<file path="src/rtl/sync_fifo_ctrl.sv">
// Single-clock FIFO controller with fill count, programmable almost-full/almost-empty levels,
// selectable standard or first-word-fall-through read, and sticky overflow/underflow flags.
module sync_fifo_ctrl #(
  parameter int DATA_WIDTH = 8,
  parameter int DEPTH      = 32,
  parameter int ADDR_WIDTH = 5,
  parameter int AF_LEVEL   = 28,
  parameter int AE_LEVEL   = 4,
  parameter int FWFT       = 0
) (
  input  logic                  clk,
  input  logic                  rst,
  input  logic                  wr_en,
  input  logic [DATA_WIDTH-1:0] wr_data,
  output logic                  full,
  output logic                  almost_full,
  input  logic                  rd_en,
  output logic [DATA_WIDTH-1:0] rd_data,
  output logic                  rd_valid,
  output logic                  empty,
  output logic                  almost_empty,
  output logic [ADDR_WIDTH:0]   count,
  output logic                  overflow,
  output logic                  underflow,
  input  logic                  clr_err
);

  localparam int CW = ADDR_WIDTH + 1;
  localparam logic [ADDR_WIDTH-1:0] LAST_PTR  = ADDR_WIDTH'(DEPTH - 1);
  localparam logic [CW-1:0]         DEPTH_CNT = CW'(DEPTH);
  localparam logic [CW-1:0]         AF_CNT    = CW'(AF_LEVEL);
  localparam logic [CW-1:0]         AE_CNT    = CW'(AE_LEVEL);

  logic [DATA_WIDTH-1:0] mem [DEPTH];

  logic [ADDR_WIDTH-1:0] wr_ptr_q, wr_ptr_d;
  logic [ADDR_WIDTH-1:0] rd_ptr_q, rd_ptr_d;
  logic [CW-1:0]         count_q, count_d;
  logic                  full_q, full_d;
  logic                  empty_q, empty_d;
  logic                  almost_full_q, almost_full_d;
  logic                  almost_empty_q, almost_empty_d;
  logic                  overflow_q, overflow_d;
  logic                  underflow_q, underflow_d;
  logic                  rd_acc, wr_acc;

  always_comb begin
    rd_acc = rd_en & ~empty_q;
    // A full FIFO still takes a write when the same cycle frees a slot.
    wr_acc = wr_en & (~full_q | rd_acc);

    wr_ptr_d = wr_ptr_q;
    if (wr_acc) begin
      wr_ptr_d = (wr_ptr_q == LAST_PTR) ? '0 : wr_ptr_q + ADDR_WIDTH'(1);
    end
    rd_ptr_d = rd_ptr_q;
    if (rd_acc) begin
      rd_ptr_d = (rd_ptr_q == LAST_PTR) ? '0 : rd_ptr_q + ADDR_WIDTH'(1);
    end

    count_d = count_q;
    if (wr_acc && !rd_acc) begin
      count_d = count_q + CW'(1);
    end else if (rd_acc && !wr_acc) begin
      count_d = count_q - CW'(1);
    end

    // Status flags come from the next count so they line up with count itself.
    full_d         = (count_d == DEPTH_CNT);
    empty_d        = (count_d == '0);
    almost_full_d  = (count_d >= AF_CNT);
    almost_empty_d = (count_d <= AE_CNT);

    overflow_d  = clr_err ? 1'b0 : overflow_q;
    underflow_d = clr_err ? 1'b0 : underflow_q;
    if (wr_en && !wr_acc) overflow_d  = 1'b1;
    if (rd_en && empty_q) underflow_d = 1'b1;
  end

  always_ff @(posedge clk) begin
    if (rst) begin
      wr_ptr_q       <= '0;
      rd_ptr_q       <= '0;
      count_q        <= '0;
      full_q         <= 1'b0;
      empty_q        <= 1'b1;
      almost_full_q  <= (AF_CNT == '0);
      almost_empty_q <= 1'b1;
      overflow_q     <= 1'b0;
      underflow_q    <= 1'b0;
    end else begin
      wr_ptr_q       <= wr_ptr_d;
      rd_ptr_q       <= rd_ptr_d;
      count_q        <= count_d;
      full_q         <= full_d;
      empty_q        <= empty_d;
      almost_full_q  <= almost_full_d;
      almost_empty_q <= almost_empty_d;
      overflow_q     <= overflow_d;
      underflow_q    <= underflow_d;
    end
  end

  always_ff @(posedge clk) begin
    if (!rst && wr_acc) begin
      mem[wr_ptr_q] <= wr_data;
    end
  end

  generate
    if (FWFT == 0) begin : g_std_read
      logic [DATA_WIDTH-1:0] rd_data_q, rd_data_d;
      logic                  rd_valid_q, rd_valid_d;

      always_comb begin
        rd_data_d  = rd_data_q;
        rd_valid_d = rd_acc;
        if (rd_acc) rd_data_d = mem[rd_ptr_q];
      end

      always_ff @(posedge clk) begin
        if (rst) begin
          rd_data_q  <= '0;
          rd_valid_q <= 1'b0;
        end else begin
          rd_data_q  <= rd_data_d;
          rd_valid_q <= rd_valid_d;
        end
      end

      assign rd_data  = rd_data_q;
      assign rd_valid = rd_valid_q;
    end else begin : g_fwft_read
      // Head word is shown directly; forced to zero while empty so stale contents never leak.
      assign rd_data  = empty_q ? '0 : mem[rd_ptr_q];
      assign rd_valid = ~empty_q;
    end
  endgenerate

  assign full         = full_q;
  assign empty        = empty_q;
  assign almost_full  = almost_full_q;
  assign almost_empty = almost_empty_q;
  assign count        = count_q;
  assign overflow     = overflow_q;
  assign underflow    = underflow_q;

endmodule

</file>
<file path="config.mk">
export PLATFORM = sky130hd
export DESIGN_NAME = sync_fifo_ctrl
export DESIGN_NICKNAME = d
export VERILOG_FILES = /design/src/rtl/sync_fifo_ctrl.sv
export SDC_FILE = /design/constraint.sdc
export NUM_CORES = 1
export LEC_CHECK = 0
export ABC_AREA = 1
export ABC_CLOCK_PERIOD_IN_PS = 3200
export CAP_MARGIN = 30
export CORE_MARGIN = 2
export CORE_UTILIZATION = 43
export DETAILED_ROUTE_END_ITERATION = 6
export SLEW_MARGIN = 20
export SYNTH_ARGS = -nofsm -noshare
export SYNTH_HDL_FRONTEND = slang
export SYNTH_SLANG_ARGS = --single-unit
</file>
<file path="constraint.sdc">
create_clock -name clk -period 3.2 [get_ports clk]
set_input_delay 0.64 -clock clk [delete_from_list [all_inputs] [get_ports clk]]
set_output_delay 0.64 -clock clk [all_outputs]
set_load 0.02 [all_outputs]
</file>
==> run summary <==
RSZ-0062 raised after global routing = no
DR iter-0 viols = 765
Clk sinks = 287
Post-synth EDFFs = 256
Crit path max-delay cell type = clkdlybuf4s50_1
CP delay by family, top = buffers and inverters
GRT Residual Overflow = 0
Vias per cell = 5.27
Layout Skew = 0.0178 ns
Pin count of the biggest net entering global routing = 135
Worst R2R Start = rd_ptr_q[1]
Worst min path class = reg -> reg
Critical path's largest stage delay = 0.69 ns
GRT Total Usage = 0.216
Yosys Warn Count = 0
Filler cell count = 2,475
Die ar. = 29,500 um2
Mean Syn Cell Area = 10.8 um2
FF+latch count, synth = 287
Routed vias = 8,339
Sequential share of the synthesized area = 0.688
Critical Path Start Type = flip-flop
Rows = 61
Top FF cell, synth = edfxtp_1
Worst Path Arrival = 1.78 ns
Crit share post-route = 0.756
Gate Count Post-Synth = 1,120
Met1 wire length = 13.5 mm
Reg-to-reg setup timing slack = 0.99 ns
Hold Path End = underflow
Reg area = 8310 um2
MaxCap Viol Count = 0
CTS root buffer = clkbuf_16
Final setup viols = 0
Total negative slack = 0 ns
Clk buf depth = 3
Area Growth Syn to Fin = 14.9%
DRC Markers = 0
Final GP Congestion = 0.837
PnR Total Power = 8.11 mW
Post-CTS sizing = 0
Clk Latency, worst-skew pair = 0.55 ns
Pwr dens = 584 nW/um2
VDD IR max = 0.000352 V
RR Endpoint = rd_data[2]
Wire length of the first global-routing pass = 46.8 mm
Slew @ Worst Pin = 0.870 ns
Post-synthesis cell type count = 35
Initial antenna violation count = 0
Placed cell count = 1,528
Die H = 172 um
I/O Buffers = 33
DP HPWL = 19.1 mm
Crit Path Class = reg -> out
CTS tree = yes
Mapped Area = 12,100 um2
TritonRoute pass-1 iters = 6
DRT Wirelength = 31.2 mm
Leakage = 5.19 nW
Vias in the first global route = 7,830
Core ar. = 27,700 um2
Hold wc startpoint = underflow
Worst hold slack = 0.475 ns
Num CTS Buffers = 29
WP buf/inv = 1
Hold_buf cts = 0
Die width = 172 um
Fin cells = 1,581
Worst path required time = 2.56 ns
Hold depth = 2
CP cell instances = clkdlybuf4s50_1
Max Freq = 413 MHz
Top-area cell type share of the netlist area = 0.636
Cell depth of the worst flop-to-flop path = 8
Final hold vios = 0
Top Layer Used = met4
Tmin final = 2.42 ns
Setup bufs post-CTS = 0
CTS clk-pin slew, worst paths = 0.06 ns
I/O Pins = 34
Final core occ = 0.501
Number of nets with antenna violations after routing = 0
Run status = finished, final reports clean
Final Max Slew Viols = 0
Ys async rst share = 0
Routed wl met3 = 2.36 mm
Top cell type by total area after synthesis = edfxtp_1
CP Max Fanout = 9
Htree depth = 1
Ant diodes = 0
Crit end category = primary output
Multi-input logic area = 3250 um2
Fraction of layout cells with a size suffix above 1 = 0.0948
Metal2 WL = 14.6 mm
Synth Net Count = 1,142
Final #Nets = 1,203
Starting density of the core = 0.436
DR WL/cell = 19.8 um
Slew headroom = 0.419
Top post-synthesis cells by area = edfxtp_1 (64%), nand2_1 (12%), nand3_1 (7.5%)
-- Yosys cell counts (9+ instances only) --
master	n
nand2_1	375
buf_4	12
edfxtp_1	256
o21ai_0	9
nand3_1	182
inv_1	40
dfxtp_1	31
buf_2	29
nor3_1	18
nand4_1	11
ha_1	9
nor2_1	62
a21oi_1	34
-- registers in the layout (all words and copies together) (netlist names) --
signal        cells
mem             256
rd_data           8
count             6
rd_ptr_q          5
wr_ptr_q          5
almost_empty      1
almost_full       1
empty             1
full              1
overflow          1
rd_valid          1
underflow         1
-- how the worst max path moves through the flow --
stage                         from         end  cells past startpoint  slack (ns)
final                     count[2]    count[2]                      1        0.78
after global routing      count[2]    count[2]                      1        0.68
after CTS                 count[2]    count[2]                      1        0.75
after detailed placement     wr_en  mem[11][6]                      6        0.49
after global placement       wr_en  mem[11][6]                      6        0.51
after floorplan              rd_en  mem[30][0]                      6        1.04
-- cells by family after synthesis --
logic type,Yosys count,share of synthesized area
adders and majority gates,9,0.00932
xor gates and xnor gates,4,0.00290
and+or+nand+nor,659,0.231
buffers and inverters,106,0.0431
AOI/OAI and AO/OA,55,0.0260
DFF,287,0.688
-- power by group --
| group | switching [mW] | total, mW | internal [mW] | leakage (nW) |
|---|---|---|---|---|
| clock network | 1.36 | 3.21 | 1.85 | 0.437 |
| logic | 0.518 | 0.738 | 0.220 | 2.20 |
| registers | 0.0419 | 4.16 | 4.12 | 2.56 |
| total | 1.92 | 8.11 | 6.19 | 5.19 |
-- layer usage --
layer  GRT usage  up-vias
met5           0        -
met4      0.0612        0
met3      0.0354       47
met2       0.346      313
met1       0.306     4014
li1            -     3965
-- layout make-up --
| type | instances | area share |
|---|---|---|
| flip-flops and latches | 287 | 0.599 |
| multi-input cells | 727 | 0.234 |
| clock buffers | 47 | 0.0600 |
| repair buffers | 88 | 0.0553 |
| well taps | 378 | 0.0341 |
| inverters | 48 | 0.0132 |
| clock inverters | 6 | 0.00415 |
-- stage by stage --
step	area, um2	setup WS [ns]
finish	13900	0.781
global route	13900	0.682
CTS	13900	0.753
detailed placement	13000	0.495
global placement	13000	0.505
floorplan	12100	1.04
-- cells in the final DEF (no fill, tap or decap), drive strengths merged --
master	count
edfxtp	256
nor3	18
a21oi	35
clkdlybuf4s50	33
nand4	11
nor4	1
o211ai	3
or2	1
o21ai	14
clkinv	4
nand3	184
clkbuf	47
nor3b	1
bufinv	1
a31oi	2
xor2	2
dfxtp	31
xnor2	2
o31ai	1
nor2	67
buf	55
ha	9
nand2	376
inv	49
Note: power is estimated with default switching activity, not from simulation.
